[config.mk]
export PLATFORM = sky130hd
export DESIGN_NAME = fpu_res_wbq
export DESIGN_NICKNAME = d
export VERILOG_FILES = /design/src/rtl/fpu_res_wbq_pkg.sv /design/src/rtl/fpu_res_wbq_ram.sv /design/src/rtl/fpu_res_wbq.sv
export SDC_FILE = /design/constraint.sdc
export NUM_CORES = 1
export LEC_CHECK = 0
export ABC_AREA = 1
export CELL_PAD_IN_SITES_DETAIL_PLACEMENT = 0
export CELL_PAD_IN_SITES_GLOBAL_PLACEMENT = 1
export CORE_MARGIN = 2
export CORE_UTILIZATION = 44
export CTS_CLUSTER_DIAMETER = 30
export DETAILED_ROUTE_END_ITERATION = 7
export PLACE_DENSITY_LB_ADDON = 0.05
export SYNTH_ARGS = -nofsm -noshare
export SYNTH_HDL_FRONTEND = slang
export SYNTH_SLANG_ARGS = --single-unit
[constraint.sdc]
create_clock -name clk -period 9.05 [get_ports clk]
set_input_delay 1.81 -clock clk [delete_from_list [all_inputs] [get_ports clk]]
set_output_delay 1.81 -clock clk [all_outputs]
set_load 0.02 [all_outputs]
[src/rtl/fpu_res_wbq_pkg.sv]
// Shared FP package: ptype encodings, csrfpu exception bit indices and
// writeback-queue sizing.
package fpu_res_wbq_pkg;

  typedef enum logic [1:0] {
    ptype_zero = 2'd0,
    ptype_norm = 2'd1,
    ptype_inf  = 2'd2,
    ptype_nan  = 2'd3
  } ptype_e;

  localparam int unsigned csrfpu_nx   = 0;
  localparam int unsigned csrfpu_uf   = 1;
  localparam int unsigned csrfpu_of   = 2;
  localparam int unsigned csrfpu_dz   = 3;
  localparam int unsigned csrfpu_nv   = 4;
  localparam int unsigned csrfpu_de   = 5;
  localparam int unsigned csrfpu_snan = 6;
  localparam int unsigned csrfpu_iov  = 7;
  localparam int unsigned csrfpu_pe   = 8;
  localparam int unsigned csrfpu_ue   = 9;
  localparam int unsigned csrfpu_oe   = 10;
  localparam int unsigned CSRFPU_W    = 11;

  localparam int unsigned FPWB_DEPTH = 4;
  localparam int unsigned FPWB_TAGW  = 9;

  function automatic int unsigned fpwb_entry_w(input int unsigned tagw);
    return tagw + 68 + 16 + CSRFPU_W;
  endfunction

  localparam int unsigned FPWB_ENTRY_W = fpwb_entry_w(FPWB_TAGW);

endpackage

[src/rtl/fpu_res_wbq_ram.sv]
// Writeback-queue storage: one synchronous write port, one asynchronous read port.
module fpu_res_wbq_ram #(
  parameter  int unsigned DEPTH = 4,
  parameter  int unsigned WIDTH = 104,
  localparam int unsigned AW    = $clog2(DEPTH)
) (
  input  logic             clk,
  input  logic             we,
  input  logic [AW-1:0]    waddr,
  input  logic [WIDTH-1:0] wdata,
  input  logic [AW-1:0]    raddr,
  output logic [WIDTH-1:0] rdata
);

  logic [WIDTH-1:0] mem_q [DEPTH];

  always_ff @(posedge clk) begin
    if (we) mem_q[waddr] <= wdata;
  end

  assign rdata = mem_q[raddr];

endmodule

[src/rtl/fpu_res_wbq.sv]
// In-order FP result writeback queue with sticky exception flags, trap
// detection and sticky overflow error.
module fpu_res_wbq
  import fpu_res_wbq_pkg::*;
#(
  parameter  int unsigned DEPTH = FPWB_DEPTH,
  parameter  int unsigned TAGW  = FPWB_TAGW,
  localparam int unsigned CW    = $clog2(DEPTH) + 1
) (
  input  logic                clk,
  input  logic                rst,
  input  logic                in_en,
  input  logic [TAGW-1:0]     in_tag,
  input  logic [67:0]         in_res,
  input  logic [15:0]         in_res_hi,
  input  logic [CSRFPU_W-1:0] in_raise,
  output logic                wb_vld,
  input  logic                wb_rdy,
  output logic [TAGW-1:0]     wb_tag,
  output logic [67:0]         wb_res,
  output logic [15:0]         wb_res_hi,
  output logic [CSRFPU_W-1:0] wb_raise,
  output logic                wb_trap,
  input  logic [CSRFPU_W-1:0] excpt_mask,
  input  logic                flag_clr,
  output logic [CSRFPU_W-1:0] flags,
  output logic [CW-1:0]       count,
  output logic                full,
  output logic                ovf
);

  localparam int unsigned PW = $clog2(DEPTH);
  localparam int unsigned EW = fpwb_entry_w(TAGW);

  logic [PW-1:0]       wptr_q, wptr_d, rptr_q, rptr_d;
  logic [CW-1:0]       count_q, count_d;
  logic [CSRFPU_W-1:0] flags_q, flags_d;
  logic                ovf_q, ovf_d;
  logic                enq, deq;
  logic [EW-1:0]       wdata, rdata;

  assign wdata = {in_tag, in_res, in_res_hi, in_raise};

  fpu_res_wbq_ram #(
    .DEPTH (DEPTH),
    .WIDTH (EW)
  ) u_ram (
    .clk   (clk),
    .we    (enq & ~rst),
    .waddr (wptr_q),
    .wdata (wdata),
    .raddr (rptr_q),
    .rdata (rdata)
  );

  always_comb begin
    wb_vld = (count_q != '0);
    full   = (count_q == CW'(DEPTH));
    deq    = wb_vld & wb_rdy;
    // a slot freed by this cycle's dequeue may be refilled even when full
    enq    = in_en & (~full | deq);

    {wb_tag, wb_res, wb_res_hi, wb_raise} = wb_vld ? rdata : '0;
    wb_trap = wb_vld & (|(wb_raise & ~excpt_mask));

    wptr_d = enq ? wptr_q + PW'(1) : wptr_q;
    rptr_d = deq ? rptr_q + PW'(1) : rptr_q;

    unique case ({enq, deq})
      2'b10:   count_d = count_q + CW'(1);
      2'b01:   count_d = count_q - CW'(1);
      default: count_d = count_q;
    endcase

    flags_d = (flag_clr ? '0 : flags_q) | (deq ? wb_raise : '0);
    ovf_d   = ovf_q | (in_en & full & ~deq);
  end

  always_ff @(posedge clk) begin
    if (rst) begin
      wptr_q  <= '0;
      rptr_q  <= '0;
      count_q <= '0;
      flags_q <= '0;
      ovf_q   <= 1'b0;
    end else begin
      wptr_q  <= wptr_d;
      rptr_q  <= rptr_d;
      count_q <= count_d;
      flags_q <= flags_d;
      ovf_q   <= ovf_d;
    end
  end

  assign count = count_q;
  assign flags = flags_q;
  assign ovf   = ovf_q;

endmodule

==> metrics.md, run 1 <==
| Metric | Value |
|---|---|
| Achievable clock frequency | 161 MHz |
| Root buffer cell | clkbuf_16 |
| Wire per inst | 18.3 µm |
| Sequential area share after synthesis | 0.748 |
| Clk sinks | 437 |
| Max Cap Viol | 0 |
| Placement Rows | 72 |
| Yosys warns | 0 |
| Critical Path Max Stage Delay | 0.91 ns |
| Largest net degree at the start of global routing | 133 |
| Synthesized flop and latch total | 437 |
| Final setup TNS | 0 ns |
| Area added between synthesis and finish | 33.1% |
| Unrepaired setup endpoints after global routing | no |
| Data required time of the critical path | 7.24 ns |
| Post-Syn Instances | 1426 |
| Final Hold Viols | 0 |
| Vias/cell | 4.96 |
| Synth unique cells | 20 |
| Final min period | 6.20 ns |
| Share of layout cells above drive strength 1 | 0.0926 |
| Global-route wire length before repair | 64700 µm |
| Flip-flop and latch area | 0.0129 mm² |
| Worst clock skew | 0.0255 ns |
| Final nets | 1812 |
| Synth area leader | edfxtp_1 |
| Pleak | 8.13 nW |
| H-tree levels | 3 |
| CP Max Fanout | 76 |
| CP top delay family | buffers and inverters |
| CTS Buffer Depth | 3 |
| Max Slew Vio Count | 0 |
| Final Non-Filler Cells | 2282 |
| Final routed DRC violation total | 0 |
| CP Cell Sequence | buf_4 -> buf_4 -> nor2_1 -> nor2_1 -> o21ai_0 -> a21oi_1 -> clkdlybuf4s50_1 |
| Startpoint types | register |
| Core area | 0.0386 mm² |
| I/O Buffers | 241 |
| FILL cells | 3138 |
| Gr ovfl total | 0 |
| Hpwl dp | 22500 µm |
| Ys flop type | edfxtp_1 |
| Chip Height | 202 µm |
| Post-Syn Area per Cell | 12.1 µm² |
| Routability cong. | 0.743 |
| Post_cts resized | 0 |
| Number of buffers created by CTS | 88 |
| Post-synth EDFFs | 416 |
| Synthesized net count | 1551 |
| DR iter-0 viols | 642 |
| Hold WC Path Type | register to register |
| I/O pin count | 242 |
| Critical path type | register to primary output |
| VDD IR-drop max | 0.161 mV |
| Placed Cells | 2115 |
| Final setup viols | 0 |
| Area of the multi-input gates | 0.00372 mm² |
| Final cycle utilization of the critical path | 0.685 |
| Worst setup EP type | primary output |
| Slowest-stage cell, CP | dfxtp_4 |
| GR Util All Layers | 0.207 |
| Vias in the first global route | 11400 |
| Async SR Flop Fraction | 0 |
| Top cells by count, synth | edfxtp_1 (416), nor2_1 (392), o21ai_0 (190) |
| TritonCTS clock tree | yes |
| Max-slew headroom | 0.189 |
| Routed Wire Length | 41800 µm |
| Worst EP arrival | 4.39 ns |
| Count leader, synth | edfxtp_1 |
| Cell Area, Synth | 0.0173 mm² |
| Power density cells | 289 mW/mm² |
| Cts hold-fix bufs | 0 |
| Area of the die | 0.0408 mm² |
| CP Buf/Inv Count | 3 |
| Status | complete, no violations |
| Via count | 11300 |
| Synth top area share | 0.724 |
| Antenna violations before repair | 6 |
| Worst-skew pair later-pin latency | 0.60 ns |
| Starting Density | 0.447 |
| DRT antenna net count | 0 |
| First-pass detailed-route iteration total | 4 |
| Clock transition at path regs | 0.04 ns |
| Post-CTS Setup Repair Bufs | 0 |
| Die extent in x | 202 µm |
| Synth top area cells | edfxtp_1 (72%), nor2_1 (8.5%), o21ai_0 (5.5%), a21oi_1 (3.3%), dfxtp_1 (2.4%) |
| Slew @ Worst Pin | 1.22 ns |
| WHS | 0.451 ns |
-- kinds of logic (layout without fill, tap and decap cells) --
| kind of cell | after synthesis | in the layout | share of synthesized area |
|---|---|---|---|
| AOI/OAI and AO/OA | 311 | 311 | 0.0919 |
| adders and majority gates | 5 | 5 | 0.00406 |
| DFF | 437 | 437 | 0.748 |
| buffers and inverters | 147 | 482 | 0.0383 |
| other | 0 | 3 | 0 |
| and+or+nand+nor | 526 | 526 | 0.118 |
-- final timing paths --
check / start / to / slack, ns / depth (start not counted)
min: ovf / ovf / 0.45 / 2
max: register / wb_res[32] / 2.85 / 7
min reg2reg: ovf / ovf / 0.45 / 2
max reg2reg: register / flags[9] / 5.82 / 10
-- metrics by stage --
stage / total power [W] / instance area, µm² / utilization / setup WS [ns]
floorplan: 0.00303 / 17300 / - / 1.97
global placement: 0.00358 / 20100 / 0.519 / 3.43
detailed placement: 0.00358 / 20100 / 0.519 / 3.45
CTS: 0.00670 / 23000 / 0.594 / 2.81
global route: 0.00691 / 23000 / 0.594 / 2.51
finish: 0.00663 / 23000 / 0.595 / 2.85
-- cell type report --
cell class,instances,share of cell area
flip-flops and latches,437,0.562
multi-input cells,842,0.162
repair buffers,253,0.110
clock buffers,100,0.0982
well taps,518,0.0282
clock inverters,64,0.0282
inverters,65,0.0111
diodes,3,0.000327
-- power by group --
part           total [W]  switching, W  internal (W)
clock network    0.00310       0.00102       0.00207
registers        0.00234     0.0000442       0.00230
logic            0.00120      0.000739      0.000456
-- layout by cell type (no fill, tap or decap), drive strengths merged --
| cell type | instances |
|---|---|
| dfxtp | 21 |
| o21ai | 190 |
| edfxtp | 416 |
| nand2 | 99 |
| nand3b | 4 |
| clkinv | 37 |
| ha | 4 |
| clkdlybuf4s50 | 241 |
| clkinvlp | 9 |
| clkbuf | 100 |
| fa | 1 |
| nor2 | 392 |
| a21oi | 121 |
| inv | 73 |
| nand4 | 1 |
| bufinv | 10 |
| nor3 | 1 |
| nand3 | 29 |
| diode | 3 |
| buf | 12 |
-- worst min-delay path: stages, from the launching register on --
cell,delay [ns]
dfxtp_1,0.30
inv_1,0.05
a21oi_1,0.05
-- registers in the layout, summed over array words and instances, names as in the netlist, named ones only --
name,cells
u_ram.mem_q,416
flags,11
count,3
rptr_q,2
wptr_q,2
ovf,1
-- metal layers --
| metal | vias to the layer above | global-route usage | routed length, µm |
|---|---|---|---|
| met5 | - | 0 | 40 |
| met4 | 6 | 0.0622 | 661 |
| met3 | 50 | 0.0592 | 2580 |
| met2 | 273 | 0.327 | 19500 |
| met1 | 5450 | 0.279 | 19000 |
| li1 | 5531 | - | - |
Power figures use the tool's default switching activity.
==> run 2: changes to the inputs <==
Settings changed: CORE_UTILIZATION 44 to 40.
Clock period 9.05 ns to 5.7 ns, I/O delays scaled along.
==> metrics.md, run 2 (synthesis results as in run 1) <==
| Metric | Value |
|---|---|
| Sw Share | 0.253 |
| Starting Density | 0.403 |
| Final min period | 4.61 ns |
| Final setup viols | 0 |
| Routed Wire Length | 43200 µm |
| Hold WC Path Type | register to register |
| Area added between synthesis and finish | 37.6% |
| Max Cap Viol | 0 |
| Global-route wire length before repair | 64400 µm |
| Unrepaired setup endpoints after global routing | no |
| WHS | 0.451 ns |
| Vias in the first global route | 11300 |
| Layer with the highest usage | met2 |
| Gr ovfl total | 0 |
| PnR worst setup slack | 1.09 ns |
| Final Hold Viols | 0 |
| Worst clock skew | 0.0197 ns |
| Cts hold-fix bufs | 0 |
| Post-CTS Setup Repair Bufs | 0 |
| Most frequent cells in the layout | edfxtp_1 (416), nor2_1 (388), clkdlybuf4s50_1 (241) |
| Slew @ Worst Pin | 1.01 ns |
| Worst-skew pair later-pin latency | 0.62 ns |
| Placement Rows | 76 |
| Number of buffers created by CTS | 100 |
| CTS Buffer Depth | 3 |
| Root buffer cell | clkbuf_16 |
| Crit path to | wb_res[27] |
| Gate power share | 0.167 |
| Placed Area | 0.0202 mm² |
| DRT antenna net count | 0 |
| Pint | 0.00867 W |
| Pleak | 8.48 nW |
| Via count | 11400 |
| Startpoint types | register |
| Reg2Reg Depth | 10 |
| Leading cell type in the layout, fill and taps excluded | edfxtp_1 |
| I/O pin count | 242 |
| Vias/cell | 4.87 |
| VDD IR-drop max | 0.286 mV |
| Clock transition at path regs | 0.04 ns |
| Hpwl dp | 22500 µm |
| Power share of the clock group | 0.516 |
| Flip-flop and latch area | 0.0129 mm² |
| TritonCTS clock tree | yes |
| Antenna violations before repair | 6 |
| Area of the die | 0.0448 mm² |
| Final routed DRC violation total | 0 |
| Final nets | 1827 |
| Area of the multi-input gates | 0.00372 mm² |
| Flop-to-flop setup slack | 3.28 ns |
| Antenna Cells | 0 |
| GR Util met2 | 0.316 |
| Critical path type | register to primary output |
| Largest net degree at the start of global routing | 211 |
| Worst setup EP type | primary output |
| Clk sinks | 437 |
| Core area | 0.0428 mm² |
| DR iter-0 viols | 724 |
| Chip Height | 212 µm |
| Data required time of the critical path | 4.56 ns |
| Design Area, Final | 0.0238 mm² |
| Worst r2r dst | count[2] |
| CP Launch Point | count[0] |
| Post_cts resized | 0 |
| Post-Place Worst Slack | 1.68 ns |
| Grt met1 use | 0.244 |
| Overall power | 0.0116 W |
| Achievable clock frequency | 217 MHz |
| Power density cells | 489 mW/mm² |
| GR Util All Layers | 0.192 |
| Worst EP arrival | 3.47 ns |
| Status | complete, no violations |
| Wire per inst | 18.5 µm |
| Max Slew Vio Count | 0 |
| H-tree levels | 3 |
| Share of layout cells above drive strength 1 | 0.103 |
| Switching Power | 0.00294 W |
| CP Max Fanout | 86 |
| First-pass detailed-route iteration total | 5 |
| Max-slew headroom | 0.325 |
| FILL cells | 3588 |
| Routability cong. | 0.740 |
| Max reg flops | 416 |
| Die extent in x | 212 µm |
| Biggest register | u_ram.mem_q |
| Final core utilization | 0.555 |
| I/O Buffers | 241 |
| Final cycle utilization of the critical path | 0.810 |
| Flop pwr share | 0.317 |
| Worst r2r src | count[0] |
| Met3 usage | 0.0573 |
## run 2: cell types whose count changed in the layout (fill, tap and decap cells not counted), sizes merged
cell / previous run / this run
buf: 12 / 15
clkinv: 37 / 33
inv: 73 / 67
clkinvlp: 9 / 6
diode: 3 / 0
clkbuf: 100 / 124
bufinv: 10 / 22
## run 2: power groups by stage
| stage | registers (W) | clock network [W] | logic [W] |
|---|---|---|---|
| after global placement | 0.00374 | 0 | 0.00197 |
| after global routing | 0.00369 | 0.00625 | 0.00211 |
| after CTS | 0.00369 | 0.00608 | 0.00198 |
| after detailed placement | 0.00374 | 0 | 0.00196 |
| after floorplan | 0.00376 | 0 | 0.00105 |
| final | 0.00369 | 0.00598 | 0.00194 |
## run 2: how the worst min path moves through the flow
stage               endpoint  cells past startpoint      start
finish                   ovf                      2        ovf
global route        flags[9]                      2   flags[9]
CTS                      ovf                      2        ovf
global placement         ovf                      2        ovf
floorplan           register                      2  rptr_q[1]
detailed placement       ovf                      2        ovf
## run 2: routing by layer
layer | wire, µm | part of all wire | vias up
met5 | 58 | 0.0013 | -
li1 | - | - | 5557
met2 | 21000 | 0.49 | 290
met1 | 19000 | 0.44 | 5437
met3 | 2330 | 0.054 | 75
met4 | 822 | 0.019 | 10
## run 2: per-stage QoR
stage | cells | TNS [ns]
3_3_place_gp | 2146 | 0
5_1_grt | 2333 | 0
6_report | 2333 | 0
2_1_floorplan | 1426 | -297.29
3_5_place_dp | 2146 | 0
4_1_cts | 2333 | 0
## run 2: critical path, stage by stage (launching register included)
cell and delay [ns]:
dfxtp_1 0.31, inv_1 0.14, nand3_1 0.50, inv_6 0.88
buf_4 0.33, a21oi_1 0.07, clkdlybuf4s50_1 0.56
## run 2: final cells by class
cell class                 instances  area share
inverter                          65      0.0108
timing repair buffer             256       0.109
tap                              546      0.0288
clock inverter                    63      0.0378
multi-input combinational        842       0.156
sequential                       437       0.544
clock buffer                     124       0.113
==> run 3: changes to the inputs <==
Clock period 5.7 ns to 4.1 ns, I/O delays scaled along.
==> metrics.md, run 3 (synthesis results as in run 1) <==
| Metric | Value |
|---|---|
| TritonCTS clock tree | yes |
| Share of layout cells above drive strength 1 | 0.109 |
| H-tree levels | 3 |
| Final Hold Viols | 0 |
| GR Util All Layers | 0.194 |
| Global-route wire length before repair | 65400 µm |
| Routability cong. | 0.735 |
| First-pass detailed-route iteration total | 5 |
| Cts hold-fix bufs | 0 |
| Worst setup EP type | primary output |
| Final min period | 3.64 ns |
| Biggest register | u_ram.mem_q |
| Unrepaired setup endpoints after global routing | no |
| Leading cell type in the layout, fill and taps excluded | edfxtp_1 |
| Final nets | 1830 |
| Number of buffers created by CTS | 95 |
| Startpoint types | register |
| Most frequent cells in the layout | edfxtp_1 (416), nor2_1 (388), clkdlybuf4s50_1 (241) |
| I/O pin count | 242 |
| Placement Rows | 76 |
| VDD IR-drop max | 0.400 mV |
| Wire per inst | 18.5 µm |
| Starting Density | 0.403 |
| CTS Buffer Depth | 3 |
| Vias/cell | 4.87 |
| FILL cells | 3540 |
| DRT antenna net count | 0 |
| Max Cap Viol | 0 |
| Gr ovfl total | 0 |
| Pleak | 8.49 nW |
| Area of the die | 0.0448 mm² |
| Post_cts resized | 0 |
| Clk sinks | 437 |
| Final cycle utilization of the critical path | 0.887 |
| Root buffer cell | clkbuf_16 |
| Vias in the first global route | 11400 |
| Via count | 11400 |
| Post-CTS Setup Repair Bufs | 0 |
| Power density cells | 671 mW/mm² |
| Die extent in x | 212 µm |
| Max Slew Vio Count | 0 |
| Final Non-Filler Cells | 2332 |
| Hpwl dp | 23000 µm |
| Largest net degree at the start of global routing | 123 |
| Max reg flops | 416 |
| CP Max Fanout | 60 |
| Critical path type | register to primary output |
| Final setup viols | 0 |
| Design Area, Final | 0.0237 mm² |
| I/O Buffers | 241 |
| Worst-skew pair later-pin latency | 0.60 ns |
| Placed Area | 0.0203 mm² |
| Status | complete, no violations |
| Routed Wire Length | 43100 µm |
| DR iter-0 viols | 641 |
| Max-slew headroom | 0.445 |
| Hold WC Path Type | register to register |
| Chip Height | 212 µm |
| Area added between synthesis and finish | 37.5% |
| Antenna violations before repair | 7 |
| Placed Cells | 2154 |
| Overall power | 0.0159 W |
| Final setup TNS | 0 ns |
| Final routed DRC violation total | 0 |
| Worst EP arrival | 2.82 ns |
| Data required time of the critical path | 3.28 ns |
| Clock transition at path regs | 0.05 ns |
| Worst clock skew | 0.0120 ns |
| Core area | 0.0428 mm² |
| Slew @ Worst Pin | 0.833 ns |
| Final core utilization | 0.555 |
| Achievable clock frequency | 275 MHz |
## run 3: cell types whose count changed in the layout (fill, tap and decap cells not counted)
cell / before / now
buf_12: 6 / 12
buf_4: 9 / 11
bufinv_16: 22 / 23
clkbuf_1: 20 / 11
clkbuf_16: 104 / 98
clkinv_1: 15 / 11
clkinv_16: 1 / 0
clkinv_2: 16 / 23
clkinv_8: 0 / 1
diode_2: 0 / 2
inv_4: 1 / 2
inv_6: 4 / 3
## run 3: cell type report
cell class / count / area [µm²] / share of cell area
sequential: 437 / 12900 / 0.544
clock inverter: 67 / 935 / 0.0394
inverter: 65 / 254 / 0.0107
clock buffer: 109 / 2490 / 0.105
tap: 546 / 683 / 0.0288
multi-input combinational: 842 / 3720 / 0.157
antenna: 2 / 5.00 / 0.000211
timing repair buffer: 264 / 2740 / 0.115
## run 3: where the power goes
part | total (W) | switching [W] | internal [W]
clock network | 0.00807 | 0.00232 | 0.00575
registers | 0.00511 | 0.0000424 | 0.00507
logic | 0.00276 | 0.00169 | 0.00106
## run 3: worst paths after layout
path | end | slack, ns | cells past startpoint | startpoint
worst min register to register | ovf | 0.46 | 2 | ovf
worst max register to register | u_ram.mem_q[3][91] | 1.89 | 8 | count[2]
worst max-delay path | wb_trap | 0.46 | 8 | register
worst min-delay path | ovf | 0.46 | 2 | ovf
## run 3: through the flow
stage / hold WS [ns] / setup WS, ns
5_1_grt: 0.469 / 0.230
2_1_floorplan: 0.436 / -0.287
3_5_place_dp: 0.456 / 0.872
3_3_place_gp: 0.439 / 0.909
4_1_cts: 0.463 / 0.386
6_report: 0.455 / 0.465
## run 3: per-layer routing
| layer | track usage | share of wire |
|---|---|---|
| met1 | 0.255 | 0.45 |
| met2 | 0.307 | 0.47 |
| met3 | 0.0556 | 0.067 |
| met4 | 0.0746 | 0.019 |
| met5 | 0 | 0.0016 |
## run 3: worst max-delay path, cell delays in order (launching register included)
cell	delay, ns
dfxtp_4	0.35
inv_4	0.59
nand3_1	0.23
nand2_1	0.11
nand3_1	0.08
nand2_1	0.07
nor2_1	0.04
nand3_1	0.08
clkdlybuf4s50_1	0.62
